### config.mk
export PLATFORM = sky130hd
export DESIGN_NAME = rf_wport_arbiter_flat
export DESIGN_NICKNAME = d
export VERILOG_FILES = /design/src/rtl/rf_wport_arbiter_if.sv /design/src/rtl/rf_wport_arbiter.sv /design/src/flat_wrapper.sv
export SDC_FILE = /design/constraint.sdc
export NUM_CORES = 1
export LEC_CHECK = 0
export ABC_AREA = 1
export BUFFER_PORTS_ARGS = -buffer_cell sky130_fd_sc_hd__buf_2
export CAP_MARGIN = 40
export CORE_MARGIN = 8
export CORE_UTILIZATION = 40
export DETAILED_ROUTE_END_ITERATION = 8
export GPL_TIMING_DRIVEN = 1
export PLACE_DENSITY = 0.68
export RECOVER_POWER = 25
export SLEW_MARGIN = 0
export SYNTH_ARGS = -nofsm -noshare
export SYNTH_HDL_FRONTEND = slang
export SYNTH_SLANG_ARGS = --single-unit
export TNS_END_PERCENT = 10
### constraint.sdc
create_clock -name clk -period 5.85 [get_ports clk]
set_input_delay 0.2925 -clock clk [delete_from_list [all_inputs] [get_ports clk]]
set_output_delay 0.2925 -clock clk [all_outputs]
set_load 0.1 [all_outputs]
### src/rtl/rf_wport_arbiter_if.sv
// Write-port arbiter bundle: pipeline/long-latency requests, ID hazard lookup, RF and debug write-back.
// slave = arbiter side, master = requesters / RF / ID side.
interface rf_wport_arbiter_if;
  logic        wb_req_valid;
  logic [4:0]  wb_req_addr;
  logic [31:0] wb_req_data;
  logic [31:0] wb_req_pc;
  logic        wb_req_ready;

  logic        lu_req_valid;
  logic [4:0]  lu_req_addr;
  logic [31:0] lu_req_data;
  logic [31:0] lu_req_pc;
  logic        lu_req_ready;

  logic [4:0]  query_addr0;
  logic [4:0]  query_addr1;
  logic [1:0]  query_hit;
  logic        lu_pending;

  logic        rf_we;
  logic [4:0]  rf_waddr;
  logic [31:0] rf_wdata;

  logic [31:0] debug_wb_pc;
  logic [3:0]  debug_wb_rf_wen;
  logic [4:0]  debug_wb_rf_wnum;
  logic [31:0] debug_wb_rf_wdata;

  modport slave (
    input  wb_req_valid, wb_req_addr, wb_req_data, wb_req_pc,
    input  lu_req_valid, lu_req_addr, lu_req_data, lu_req_pc,
    input  query_addr0, query_addr1,
    output wb_req_ready, lu_req_ready, query_hit, lu_pending,
    output rf_we, rf_waddr, rf_wdata,
    output debug_wb_pc, debug_wb_rf_wen, debug_wb_rf_wnum, debug_wb_rf_wdata
  );

  modport master (
    output wb_req_valid, wb_req_addr, wb_req_data, wb_req_pc,
    output lu_req_valid, lu_req_addr, lu_req_data, lu_req_pc,
    output query_addr0, query_addr1,
    input  wb_req_ready, lu_req_ready, query_hit, lu_pending,
    input  rf_we, rf_waddr, rf_wdata,
    input  debug_wb_pc, debug_wb_rf_wen, debug_wb_rf_wnum, debug_wb_rf_wdata
  );
endinterface

### src/rtl/rf_wport_arbiter.sv
// Shares the RF write port between WB and a FIFO of long-latency results.
// Latency: WB write same cycle (combinational grant); LU result written at earliest one cycle after enqueue.
// Backpressure: lu_req_ready=~full; wb_req_ready drops only on a forced head grant (RFW_STARVE_GUARD_EN).
module rf_wport_arbiter #(
  parameter int FIFO_DEPTH   = 2,
  parameter int STARVE_LIMIT = 4
) (
  input logic               clk,
  input logic               resetn,
  rf_wport_arbiter_if.slave bus
);
  localparam int AW = $clog2(FIFO_DEPTH);

  typedef struct packed {
    logic [4:0]  addr;
    logic [31:0] data;
    logic [31:0] pc;
  } lu_entry_t;

  if (FIFO_DEPTH < 2 || (FIFO_DEPTH & (FIFO_DEPTH - 1)) != 0 ||
      STARVE_LIMIT < 1 || STARVE_LIMIT > 15) begin : g_bad_cfg
    $error("rf_wport_arbiter: unsupported FIFO_DEPTH or STARVE_LIMIT");
  end

  lu_entry_t           mem [FIFO_DEPTH];
  logic [AW:0]         wr_ptr;
  logic [AW:0]         rd_ptr;
  logic [AW:0]         fill;
  logic                empty;
  logic                full;
  logic                push;
  logic                pop;
  logic                force_head;
  logic                grant_wb;
  logic                grant_lu;
  lu_entry_t           head;
  lu_entry_t           sel;
  logic                we;
  logic [FIFO_DEPTH-1:0] slot_vld;
  logic [FIFO_DEPTH-1:0] hit0;
  logic [FIFO_DEPTH-1:0] hit1;

  assign fill  = wr_ptr - rd_ptr;
  assign empty = (wr_ptr == rd_ptr);
  assign full  = ((wr_ptr ^ rd_ptr) == {1'b1, {AW{1'b0}}});
  assign head  = mem[rd_ptr[AW-1:0]];

`ifdef RFW_STARVE_GUARD_EN
  localparam logic [3:0] LIMIT = 4'(STARVE_LIMIT);
  logic [3:0] starve_cnt;

  assign force_head = (starve_cnt == LIMIT) && !empty;

  always_ff @(posedge clk or negedge resetn) begin
    if (!resetn) begin
      starve_cnt <= '0;
    end else if (empty || grant_lu) begin
      starve_cnt <= '0;
    end else if (grant_wb && starve_cnt != LIMIT) begin
      starve_cnt <= starve_cnt + 4'd1;
    end
  end
`else
  assign force_head = 1'b0;
`endif

  // Every grant is masked in reset so the RF and debug port stay quiet.
  assign grant_wb = resetn && bus.wb_req_valid && !force_head;
  assign grant_lu = resetn && !grant_wb && !empty;
  assign pop      = grant_lu;
  assign push     = bus.lu_req_valid && !full;

  always_ff @(posedge clk or negedge resetn) begin
    if (!resetn) begin
      wr_ptr <= '0;
      rd_ptr <= '0;
    end else begin
      if (push) wr_ptr <= wr_ptr + 1'b1;
      if (pop)  rd_ptr <= rd_ptr + 1'b1;
    end
  end

  always_ff @(posedge clk) begin
    if (push) begin
      mem[wr_ptr[AW-1:0]] <= {bus.lu_req_addr, bus.lu_req_data, bus.lu_req_pc};
    end
  end

  always_comb begin
    sel = '0;
    if (grant_wb) begin
      sel = {bus.wb_req_addr, bus.wb_req_data, bus.wb_req_pc};
    end else if (grant_lu) begin
      sel = head;
    end
  end

  // r0 targets still consume their grant; they just never assert the write enable.
  assign we = (grant_wb || grant_lu) && (sel.addr != 5'd0);

  for (genvar k = 0; k < FIFO_DEPTH; k++) begin : g_slot
    logic [AW-1:0] off;
    assign off         = AW'(k) - rd_ptr[AW-1:0];
    assign slot_vld[k] = ({1'b0, off} < fill);
    assign hit0[k]     = slot_vld[k] && (mem[k].addr == bus.query_addr0);
    assign hit1[k]     = slot_vld[k] && (mem[k].addr == bus.query_addr1);
  end

  assign bus.query_hit[0] = resetn && (|hit0) && (bus.query_addr0 != 5'd0);
  assign bus.query_hit[1] = resetn && (|hit1) && (bus.query_addr1 != 5'd0);
  assign bus.lu_pending   = resetn && !empty;
  assign bus.lu_req_ready = resetn && !full;
  assign bus.wb_req_ready = resetn && !force_head;

  assign bus.rf_we             = we;
  assign bus.rf_waddr          = sel.addr;
  assign bus.rf_wdata          = sel.data;
  assign bus.debug_wb_pc       = sel.pc;
  assign bus.debug_wb_rf_wen   = {4{we}};
  assign bus.debug_wb_rf_wnum  = sel.addr;
  assign bus.debug_wb_rf_wdata = sel.data;
endmodule
### src/flat_wrapper.sv
// flat-port wrapper written by rule: the top's interface ports become plain ports
module rf_wport_arbiter_flat 
#(
  parameter int FIFO_DEPTH   = 2,
  parameter int STARVE_LIMIT = 4
)
  (clk, resetn, bus_wb_req_valid, bus_wb_req_addr, bus_wb_req_data, bus_wb_req_pc, bus_lu_req_valid, bus_lu_req_addr, bus_lu_req_data, bus_lu_req_pc, bus_query_addr0, bus_query_addr1, bus_wb_req_ready, bus_lu_req_ready, bus_query_hit, bus_lu_pending, bus_rf_we, bus_rf_waddr, bus_rf_wdata, bus_debug_wb_pc, bus_debug_wb_rf_wen, bus_debug_wb_rf_wnum, bus_debug_wb_rf_wdata);
  rf_wport_arbiter_if bus_i ();
  input logic clk;
  input logic resetn;
  input wire logic [$bits(bus_i.wb_req_valid)-1:0] bus_wb_req_valid;
  input wire logic [$bits(bus_i.wb_req_addr)-1:0] bus_wb_req_addr;
  input wire logic [$bits(bus_i.wb_req_data)-1:0] bus_wb_req_data;
  input wire logic [$bits(bus_i.wb_req_pc)-1:0] bus_wb_req_pc;
  input wire logic [$bits(bus_i.lu_req_valid)-1:0] bus_lu_req_valid;
  input wire logic [$bits(bus_i.lu_req_addr)-1:0] bus_lu_req_addr;
  input wire logic [$bits(bus_i.lu_req_data)-1:0] bus_lu_req_data;
  input wire logic [$bits(bus_i.lu_req_pc)-1:0] bus_lu_req_pc;
  input wire logic [$bits(bus_i.query_addr0)-1:0] bus_query_addr0;
  input wire logic [$bits(bus_i.query_addr1)-1:0] bus_query_addr1;
  output wire logic [$bits(bus_i.wb_req_ready)-1:0] bus_wb_req_ready;
  output wire logic [$bits(bus_i.lu_req_ready)-1:0] bus_lu_req_ready;
  output wire logic [$bits(bus_i.query_hit)-1:0] bus_query_hit;
  output wire logic [$bits(bus_i.lu_pending)-1:0] bus_lu_pending;
  output wire logic [$bits(bus_i.rf_we)-1:0] bus_rf_we;
  output wire logic [$bits(bus_i.rf_waddr)-1:0] bus_rf_waddr;
  output wire logic [$bits(bus_i.rf_wdata)-1:0] bus_rf_wdata;
  output wire logic [$bits(bus_i.debug_wb_pc)-1:0] bus_debug_wb_pc;
  output wire logic [$bits(bus_i.debug_wb_rf_wen)-1:0] bus_debug_wb_rf_wen;
  output wire logic [$bits(bus_i.debug_wb_rf_wnum)-1:0] bus_debug_wb_rf_wnum;
  output wire logic [$bits(bus_i.debug_wb_rf_wdata)-1:0] bus_debug_wb_rf_wdata;
  assign bus_i.wb_req_valid = bus_wb_req_valid;
  assign bus_i.wb_req_addr = bus_wb_req_addr;
  assign bus_i.wb_req_data = bus_wb_req_data;
  assign bus_i.wb_req_pc = bus_wb_req_pc;
  assign bus_i.lu_req_valid = bus_lu_req_valid;
  assign bus_i.lu_req_addr = bus_lu_req_addr;
  assign bus_i.lu_req_data = bus_lu_req_data;
  assign bus_i.lu_req_pc = bus_lu_req_pc;
  assign bus_i.query_addr0 = bus_query_addr0;
  assign bus_i.query_addr1 = bus_query_addr1;
  assign bus_wb_req_ready = bus_i.wb_req_ready;
  assign bus_lu_req_ready = bus_i.lu_req_ready;
  assign bus_query_hit = bus_i.query_hit;
  assign bus_lu_pending = bus_i.lu_pending;
  assign bus_rf_we = bus_i.rf_we;
  assign bus_rf_waddr = bus_i.rf_waddr;
  assign bus_rf_wdata = bus_i.rf_wdata;
  assign bus_debug_wb_pc = bus_i.debug_wb_pc;
  assign bus_debug_wb_rf_wen = bus_i.debug_wb_rf_wen;
  assign bus_debug_wb_rf_wnum = bus_i.debug_wb_rf_wnum;
  assign bus_debug_wb_rf_wdata = bus_i.debug_wb_rf_wdata;
  rf_wport_arbiter #(.FIFO_DEPTH(FIFO_DEPTH), .STARVE_LIMIT(STARVE_LIMIT)) u_core (.clk(clk), .resetn(resetn), .bus(bus_i));
endmodule
==> run metrics, run 1 <==
status complete, no violations; H-tree lvl count 4; vias in the first global route 5276; wire per inst 15.74 um; crit path max fanout 74; DR iter-0 viols 207; Cell Area, Synth 6735 um2; Clock Skew 0.007310 ns; max-slew violations 0; Worst Tran Pin Value 0.8402 ns; clock sink count 142; Synth cell types 25; initial antenna violation count 4; Ports 268; Longest Clk Path Bufs 2; Hold Path Class in -> reg; cts repair resizes 0; Power Density 605.6 nW/um2; GRT overflow 0; CP Data Required Time 5.56 ns; GPL Wtd Cong 0.8648; Pwr Total 5.146 mW; vias after detailed routing 5015; Yosys Warn Count 0; row cnt 47; total track usage 15.90%; final hold vios 0; syn avg cell area 11.08 um2; largest net degree at the start of global routing 75; Routed Wire Length 16760 um; number of remaining DRC errors 0; CTS root buf clkbuf_16; Yosys reg bits 142; layout cell share with drive strength beyond 1 36.97%; RSZ-0062 raised after global routing false; FILL cells 1512; Critical Path AT 3.01 ns; final worst-path cycle share 56.38%; die width 145.8 um; number of CTS-inserted buffers 17; register area share after synthesis 63.01%; slew margin rel. 43.99%; port buffer count 267; die area 21250 um2; # setup viols final 0; Min Clock Period, post-route 3.298 ns; Lkg Pwr 4.154 nW; maximum clock rate 303.2 MHz; Die Y 145.8 um; Crit Path Category reg -> out; Critical Path Source Type flip-flop; CTS tree done; initial core utilization 40.76%; first-pass GRT wire length 26810 um; Worst-Skew Late Latency 0.42 ns; hpwl dp 11790 um; Routed Antenna Nets 0; critical path capture point type output pin; clock-pin slew of the registers on the worst-case setup and hold paths 0.06 ns; Worst IR Drop VDD 0.4304 mV; Area Growth Syn to Fin 26.16%; Mapped Nets 763; Hold Slack 0.06127 ns; drt pass-1 iters 4; Avg Vias per Cell 4.709; fin nets 986; final core area utilization 51.42%; CORE AREA 16520 um2; max_cap viols 0; synthesized instance count 608; setup TNS 0 ns
final timing paths:
kind                                          start           endpoint  slack [ns]  depth (start not counted)
worst max-delay path               u_core.rd_ptr[0]   bus_query_hit[1]        2.55                         11
worst min-delay path            bus_lu_req_data[27]  u_core.mem[0][59]        0.06                          1
worst max register to register     u_core.wr_ptr[0]  u_core.mem[1][65]        3.39                          6
worst min register to register     u_core.rd_ptr[1]   u_core.rd_ptr[1]        0.49                          1
max in group asynchronous                    resetn   u_core.rd_ptr[0]        5.37                          2
min in group asynchronous                    resetn   u_core.rd_ptr[1]        0.27                          2
timing repair:
action                                  in CTS  in global routing
setup buffers                                0                  0
endpoints found under the setup margin       0                  0
hold buffers                                 1                  0
hold endpoints to repair                     4                  0
worst max-delay path, cell delays in order, from the launching register on:
cell and delay (ns):
dfrtp_2 0.37, buf_4 0.61, ha_1 0.27, inv_1 0.04, ha_1 0.27, inv_1 0.03
nand2_1 0.06, nand2_1 0.05, nor3_1 0.13, nand3_1 0.09, a21oi_1 0.14, buf_2 0.45
power breakdown:
part	internal [mW]	total (mW)	switching [mW]
combinational	0.440	2.64	2.20
sequential	1.45	1.53	0.0807
clock	0.549	0.970	0.421
total	2.44	5.15	2.70
sequential cells by signal (all words and copies together), names as in the netlist:
signal	cells
u_core.rd_ptr	2
u_core.wr_ptr	2
u_core.mem	138
metrics by stage:
stage | std cells | instance area (um2) | setup WS [ns]
floorplan | 608 | 6735 | 1.238
global placement | 1028 | 7898 | 3.002
detailed placement | 1031 | 7958 | 2.992
CTS | 1064 | 8508 | 2.528
global route | 1065 | 8497 | 2.315
finish | 1065 | 8497 | 2.552
synthesized netlist by cell type:
library cell | instances | area (um2)
nor2_1 | 24 | 90.09
nor2_2 | 1 | 6.260
nand2_1 | 160 | 600.6
inv_1 | 29 | 108.9
buf_2 | 6 | 30.03
clkbuf_1 | 16 | 60.06
buf_4 | 43 | 322.8
a21o_1 | 64 | 480.5
edfxtp_1 | 138 | 4144
buf_12 | 1 | 20.02
buf_6 | 4 | 45.04
nand3_4 | 1 | 17.52
a21oi_2 | 10 | 87.58
nand3_1 | 11 | 55.05
buf_8 | 1 | 15.01
nor2_8 | 1 | 20.02
a21oi_1 | 59 | 295.3
dfrtp_1 | 4 | 100.1
inv_2 | 2 | 7.510
ha_1 | 3 | 37.54
nand4_1 | 1 | 6.260
nor3_1 | 3 | 15.01
o21ai_0 | 16 | 80.08
xor2_1 | 9 | 78.83
nand2_4 | 1 | 11.26
final cells by class:
| type | instances | area (um2) | area share (%) |
|---|---|---|---|
| multi-input combinational | 364 | 1894 | 22.29 |
| sequential | 142 | 4245 | 49.96 |
| tap | 220 | 275.3 | 3.240 |
| antenna | 1 | 2.502 | 0.02945 |
| inverter | 31 | 116.4 | 1.369 |
| timing repair buffer | 275 | 1423 | 16.74 |
| clock buffer | 19 | 432.9 | 5.095 |
| clock inverter | 13 | 107.6 | 1.266 |
logic make-up (layout without fill, tap and decap cells):
kind of cell | count (synthesis) | in the layout | share of synthesized area [%]
AO/OA/AOI/OAI | 149 | 149 | 14.01
flip-flops | 142 | 142 | 63.01
buffers and inverters | 102 | 338 | 9.047
adder cells (fa/ha/maj) | 3 | 3 | 0.5574
other | 0 | 1 | 0
XOR/XNOR | 9 | 9 | 1.170
AND/OR/NAND/NOR | 203 | 203 | 12.21
per-layer routing:
metal	GRT usage [%]	vias up	wire length [um]
met3	6.405	27	1212
met1	17.34	2311	6832
li1	-	2499	-
met2	27.26	172	8420
met4	6.039	6	252
met5	0	-	42
layout by cell type, fill, tap and decap left out, types with 2 or more instances in the layout:
| cell | synthesis | final |
|---|---|---|
| nand2_1 | 160 | 160 |
| a21o_1 | 64 | 64 |
| clkbuf_1 | 16 | 13 |
| inv_1 | 29 | 28 |
| a21oi_2 | 10 | 10 |
| nor2_1 | 24 | 23 |
| buf_4 | 43 | 4 |
| inv_6 | 0 | 4 |
| a21oi_1 | 59 | 59 |
| clkbuf_16 | 0 | 17 |
| buf_12 | 1 | 3 |
| buf_2 | 6 | 256 |
| nor3_1 | 3 | 3 |
| edfxtp_1 | 138 | 138 |
| xor2_1 | 9 | 9 |
| clkinvlp_4 | 0 | 7 |
| ha_1 | 3 | 3 |
| nor2_4 | 0 | 2 |
| inv_2 | 2 | 3 |
| dfrtp_1 | 4 | 3 |
| nand3_1 | 11 | 11 |
| o21ai_0 | 16 | 16 |
Note: power is estimated with default switching activity, not from simulation.
==> inputs of run 2 (changes only) <==
- ABC_AREA: 1 -> 0
- PLACE_DENSITY: 0.68 -> 0.71
- clock period: 5.85 -> 2.8 ns (I/O delays scaled with it)
==> run metrics, run 2 <==
status complete, no violations; # setup viols final 0 (unchanged); syn avg cell area 13.57 um2 (+22%); Synth cell types 30 (+20%); Ports 268 (unchanged); row cnt 46 (-2.1%); Post-synth EDFFs 138 (unchanged); Routed Wire Length 18670 um (+11%); GPL Wtd Cong 0.8097 (-6.4%); ant diodes 0 (-1); crit path max fanout 71 (-4.1%); Longest Clk Path Bufs 2 (unchanged); initial core utilization 40.91% (+0.15 points); Hold Slack 0.09195 ns (+0.03067 ns); max reg flops 138 (unchanged); CORE AREA 15890 um2 (-3.9%); layout cell share with drive strength beyond 1 39.27% (+2.3 points); Post-synth top cells edfxtp_1 (138), nand2_1 (71), o21ai_1 (70); final worst-path cycle share 94.70%; max-slew violations 0 (unchanged); Routed Antenna Nets 0 (unchanged); critical path capture point type output pin; Die Y 143.5 um (-1.6%); die area 20580 um2 (-3.1%); vias in the first global route 5394 (+2.2%); RSZ-0062 raised after global routing false; Avg Vias per Cell 4.855 (+3.1%); dpl cells 906 (-12%); die width 143.5 um (-1.6%); CTS root buf clkbuf_16; fin nets 934 (-5.3%); GRT overflow 0 (unchanged); DR iter-0 viols 267 (+29%); commonest non-fill, non-tap cell in the layout edfxtp_1; worst setup margin 0.1483 ns (-2.403 ns); Worst IR Drop VDD 0.6837 mV (+59%); drt pass-1 iters 5 (+1); Critical Path AT 2.51 ns (-0.50 ns); port buffer count 267 (unchanged); Crit Path Category reg -> out; top cells by area, synth edfxtp_1 (64%), mux2i_1 (11%), o21ai_1 (5.4%); number of remaining DRC errors 0 (unchanged); most frequent cells in the layout edfxtp_1 (138), buf_2 (124), buf_12 (115); clock-pin slew of the registers on the worst-case setup and hold paths 0.06 ns (about the same); Power Density 1187 nW/um2 (+96%); final cell count without fillers 1008 (-5.4%); number of CTS-inserted buffers 17 (unchanged); Worst Tran Pin Value 0.7771 ns (-0.06305 ns); post-CTS setup repair buffer count 0 (unchanged); Cell Area, Synth 6499 um2 (-3.5%); H-tree lvl count 4 (unchanged); vias after detailed routing 4894 (-2.4%); Synth area leader edfxtp_1; FILL cells 1108 (-27%); hpwl dp 13060 um (+11%); Critical Path Source Type flip-flop; CTS tree done; synthesized instance count 479 (-21%); first-pass GRT wire length 27860 um (+3.9%); wire per inst 18.52 um (+18%); Mapped Nets 634 (-17%); Pwr Total 12.82 mW (+150%); Lkg Pwr 4.277 nW (+3.0%); final hold vios 0 (unchanged); Post-synth top flop edfxtp_1; final core area utilization 68.01% (+17 points); clock sink count 142 (unchanged); Clock Skew 0.005275 ns (-0.002035 ns); Yosys reg bits 142 (unchanged); Worst-Skew Late Latency 0.41 ns (about the same); total track usage 17.70% (+1.8 points); max_cap viols 0 (unchanged); largest net degree at the start of global routing 72 (-4.0%); register area share after synthesis 65.31% (+2.3 points); Setup WS pre-CTS 0.4236 ns (-2.568 ns); top cell type's share of synthesized area 63.77% (+2.2 points); CP Data Required Time 2.66 ns (-2.90 ns); Min Clock Period, post-route 2.652 ns; initial antenna violation count 0 (-4); ys async rst share 2.817% (unchanged); Area Growth Syn to Fin 66.25%; Yosys Warn Count 0 (unchanged); Hold Path Class in -> reg; maximum clock rate 377.1 MHz; top-count cell post-synth edfxtp_1; slew margin rel. 48.19% (+4.2 points)
run 2: cell count changes in the layout (fill, tap and decap cells not counted), moves of 45 or more:
cell / before / now
dlygate4sd3_1: 1 / 70
nand2_1: 160 / 71
a21o_1: 64 / 0
a21oi_1: 59 / 2
buf_2: 256 / 124
o21ai_1: 0 / 45
mux2i_1: 0 / 69
buf_12: 3 / 115
run 2: layout make-up:
class                   instances  area (um2)  share of cell area, %
clock buffers                  19       432.9                  4.007
repair buffers                346        3790                  35.08
flip-flops and latches        142        4248                  39.32
multi-input cells             269        1888                  17.48
inverters                       3       11.26                 0.1042
clock inverters                13       163.9                  1.517
well taps                     216       270.3                  2.501
run 2: critical path, stage by stage (launching register included):
cell and delay [ns]:
dfrtp_4 0.47, inv_1 0.09, ha_1 0.29, nand2_2 0.15, nand2_8 0.32, o21ai_1 0.50
buf_12 0.23
run 2: power breakdown:
| group | internal (mW) | leakage [nW] | switching [mW] | total [mW] |
|---|---|---|---|---|
| clock | 1.41 | 0.290 | 0.852 | 2.26 |
| sequential | 3.10 | 1.33 | 0.223 | 3.33 |
| combinational | 2.35 | 2.66 | 4.89 | 7.24 |
run 2: logic make-up after synthesis:
kind of cell / count (synthesis) / synth area share [%]
flip-flops: 142 / 65.31
AND/OR/NAND/NOR: 96 / 6.527
AO/OA/AOI/OAI: 77 / 6.257
multiplexers: 69 / 10.63
buffers and inverters: 68 / 7.355
XOR/XNOR: 24 / 3.350
adder cells (fa/ha/maj): 3 / 0.5777
run 2: layer usage:
metal  part of all wire, %  wire, um  up-vias  GRT usage (%)
met3                   8.0      1485       15          6.105
met5                     0         0        -              0
met1                    34      6436     2367          17.17
li1                      -         -     2325              -
met4                  0.99       185        0          6.143
met2                    57     10560      187          33.93
run 2: per-stage QoR:
step	TNS [ns]	instance area [um2]
after floorplan	-19.89	6506
after global placement	0	9440
after detailed placement	0	9440
after CTS	-0.4070	10740
after global routing	0	10800
final	0	10800
run 2: repair_timing:
item,4_1_cts,5_1_grt
hold endpoints to repair,142,0
resized for setup,1,25
setup endpoints to repair,23,79
hold buffers,70,0
pin swaps,0,0
run 2: worst paths after layout:
kind | from | to | slack, ns | depth (start not counted)
min in group asynchronous | resetn | u_core.rd_ptr[1] | 0.13 | 2
worst max-delay path | u_core.rd_ptr[0] | bus_debug_wb_rf_wdata[8] | 0.15 | 6
max in group asynchronous | resetn | u_core.rd_ptr[0] | 2.46 | 2
worst min-delay path | bus_lu_req_valid | u_core.wr_ptr[0] | 0.09 | 3
worst max register to register | u_core.rd_ptr[0] | u_core.mem[0][23] | 0.75 | 6
worst min register to register | u_core.wr_ptr[1] | u_core.wr_ptr[1] | 0.56 | 1
==> inputs of run 3 (changes only) <==
- CTS_BUF_LIST: unset -> sky130_fd_sc_hd__clkbuf_8
==> run metrics, run 3 (same netlist as run 2, synthesis figures left out) <==
Power Density 1153 nW/um2 (-2.8%); number of remaining DRC errors 0 (unchanged); Routed Wire Length 18120 um (-3.0%); final worst-path cycle share 94.29% (-0.41 points); Lkg Pwr 4.157 nW (-2.8%); final std cell area, no fill 10520 um2 (-2.6%); final hold vios 0 (unchanged); die width 143.5 um (unchanged); Worst Tran Pin Value 0.7760 ns (-0.001091 ns); slew margin rel. 48.26% (+0.073 points); DR iter-0 viols 229 (-14%); max_cap viols 0 (unchanged); Pwr Total 12.13 mW (-5.4%); max incr delay on CP 0.49 ns (about the same); RSZ-0062 raised after global routing true; Area Growth Syn to Fin 61.92%; wire per inst 17.97 um (-3.0%); worst path cell trace inv_1 > ha_1 > nand2_2 > nand2_8 > o21ai_1 > buf_12; H-tree lvl count 4 (unchanged); dpl cells 906 (unchanged); Critical Path Source Type flip-flop; crit path max fanout 71 (unchanged); Hold Path Class in -> reg; hpwl dp 13060 um (unchanged); min-delay src bus_lu_req_valid; port buffer count 267 (unchanged); GPL Wtd Cong 0.8097 (unchanged); placed cell areas 9440 um2 (unchanged); Avg Vias per Cell 4.795 (-1.2%); worst reg-to-reg setup slack 0.74 ns (about the same); max-slew violations 0 (unchanged); critical path capture point type output pin; Ports 268 (unchanged); die area 20580 um2 (unchanged); Critical Path AT 2.50 ns (about the same); drt pass-1 iters 5 (unchanged); Register-to-Register Path Depth 6 (unchanged); CTS tree done; status complete, no violations; Routed Antenna Nets 0 (unchanged); most frequent cells in the layout edfxtp_1 (138), buf_2 (123), buf_12 (115); Worst-Skew Late Latency 0.43 ns (+0.02 ns); GRT overflow 0 (unchanged); initial core utilization 40.91% (unchanged); initial antenna violation count 0 (unchanged); largest net degree at the start of global routing 72 (unchanged); max reg flops 138 (unchanged); Hold Path Depth 3 (unchanged); fin nets 934 (unchanged); row cnt 46 (unchanged); CORE AREA 15890 um2 (unchanged); Hold Path Sink u_core.wr_ptr[0]; layout cell share with drive strength beyond 1 36.24% (-3.0 points); clock-pin slew of the registers on the worst-case setup and hold paths 0.08 ns (+0.02 ns); maximum clock rate 378.8 MHz (+0.44%); Die Y 143.5 um (unchanged); Worst IR Drop VDD 0.6522 mV (-4.6%); worst setup margin 0.1599 ns (+0.01161 ns); first-pass GRT wire length 27560 um (-1.1%); # setup viols final 0 (unchanged); clock sink count 142 (unchanged); CP Data Required Time 2.66 ns (about the same); Clock Skew 0.007463 ns (+0.002188 ns); R2R Path End u_core.mem[0][23]; commonest non-fill, non-tap cell in the layout edfxtp_1; FF-to-FF Start u_core.rd_ptr[0]; CTS root buf clkbuf_8; vias in the first global route 5328 (-1.2%); vias after detailed routing 4833 (-1.2%); Longest Clk Path Bufs 2 (unchanged); Setup WS pre-CTS 0.4236 ns (unchanged); Min Clock Period, post-route 2.640 ns (-0.01161 ns); final cell count without fillers 1008 (unchanged); total track usage 17.41% (-0.29 points); number of CTS-inserted buffers 17 (unchanged); CP max stage cell o21ai_1; Crit Path Category reg -> out; ant diodes 0 (unchanged)
==> run 3: cell types whose count changed in the layout (fill, tap and decap cells not counted), sizes merged <==
cell,delta
clkbuf,-2
inv,+2
==> run 3: per-layer routing <==
layer  track usage (%)  routed length (um)  up-vias
met5                 0                   0        -
met4             6.032                 244        0
met3             6.304                1450       18
met2             32.73                9935      177
met1             17.24                6486     2319
li1                  -                   -     2319
==> run 3: worst max-delay path by stage <==
stage                           startpoint                         to  slack [ns]  depth (start not counted)
after global routing      u_core.rd_ptr[0]           bus_rf_wdata[11]      -0.005                          6
after global placement    u_core.rd_ptr[0]   bus_debug_wb_rf_wdata[3]        0.57                          6
after CTS                 u_core.rd_ptr[0]  bus_debug_wb_rf_wdata[17]        0.11                          6
after floorplan           u_core.rd_ptr[0]            bus_rf_waddr[0]       -0.49                          8
final                     u_core.rd_ptr[0]   bus_debug_wb_rf_wdata[5]        0.16                          6
after detailed placement  u_core.rd_ptr[0]  bus_debug_wb_rf_wdata[17]        0.42                          6
==> run 3: critical path, delay by kind of cell, from the launching register on <==
kind | cells | cell delay [ns]
adders and majority gates | 1 | 0.29
AOI/OAI and AO/OA | 1 | 0.49
DFF | 1 | 0.48
buffers and inverters | 2 | 0.33
and+or+nand+nor | 2 | 0.44
==> run 3: repair_timing <==
item,CTS,global route
hold buffers,70,0
hold endpoints to repair,142,0
pin swaps,0,0
resized for setup,1,1
endpoints found under the setup margin,79,4
buffers inserted,0,0
==> run 3: where the power goes <==
part / internal, mW / switching, mW
Combinational: 2.33 / 4.83
Clock: 0.880 / 0.779
Sequential: 3.10 / 0.221
Total: 6.31 / 5.83
==> run 3: area by class of cell <==
class,instances,area (um2)
Fill cell,1129,5363
Clock buffer,17,234.0
Multi-Input combinational cell,269,1798
Timing Repair Buffer,346,3790
Inverter,3,11.26
Tap cell,216,270.3
Sequential cell,142,4248
Clock inverter,15,171.4
==> run 3: stage by stage <==
step	utilization, %	setup TNS (ns)	hold slack [ns]
6_report	66.24	0	0.07161
5_1_grt	66.24	-0.01679	0.06551
4_1_cts	66.45	0	0.03097
3_5_place_dp	59.43	0	0.004851
3_3_place_gp	59.43	0	-0.003469
2_1_floorplan	-	-19.89	-0.1556
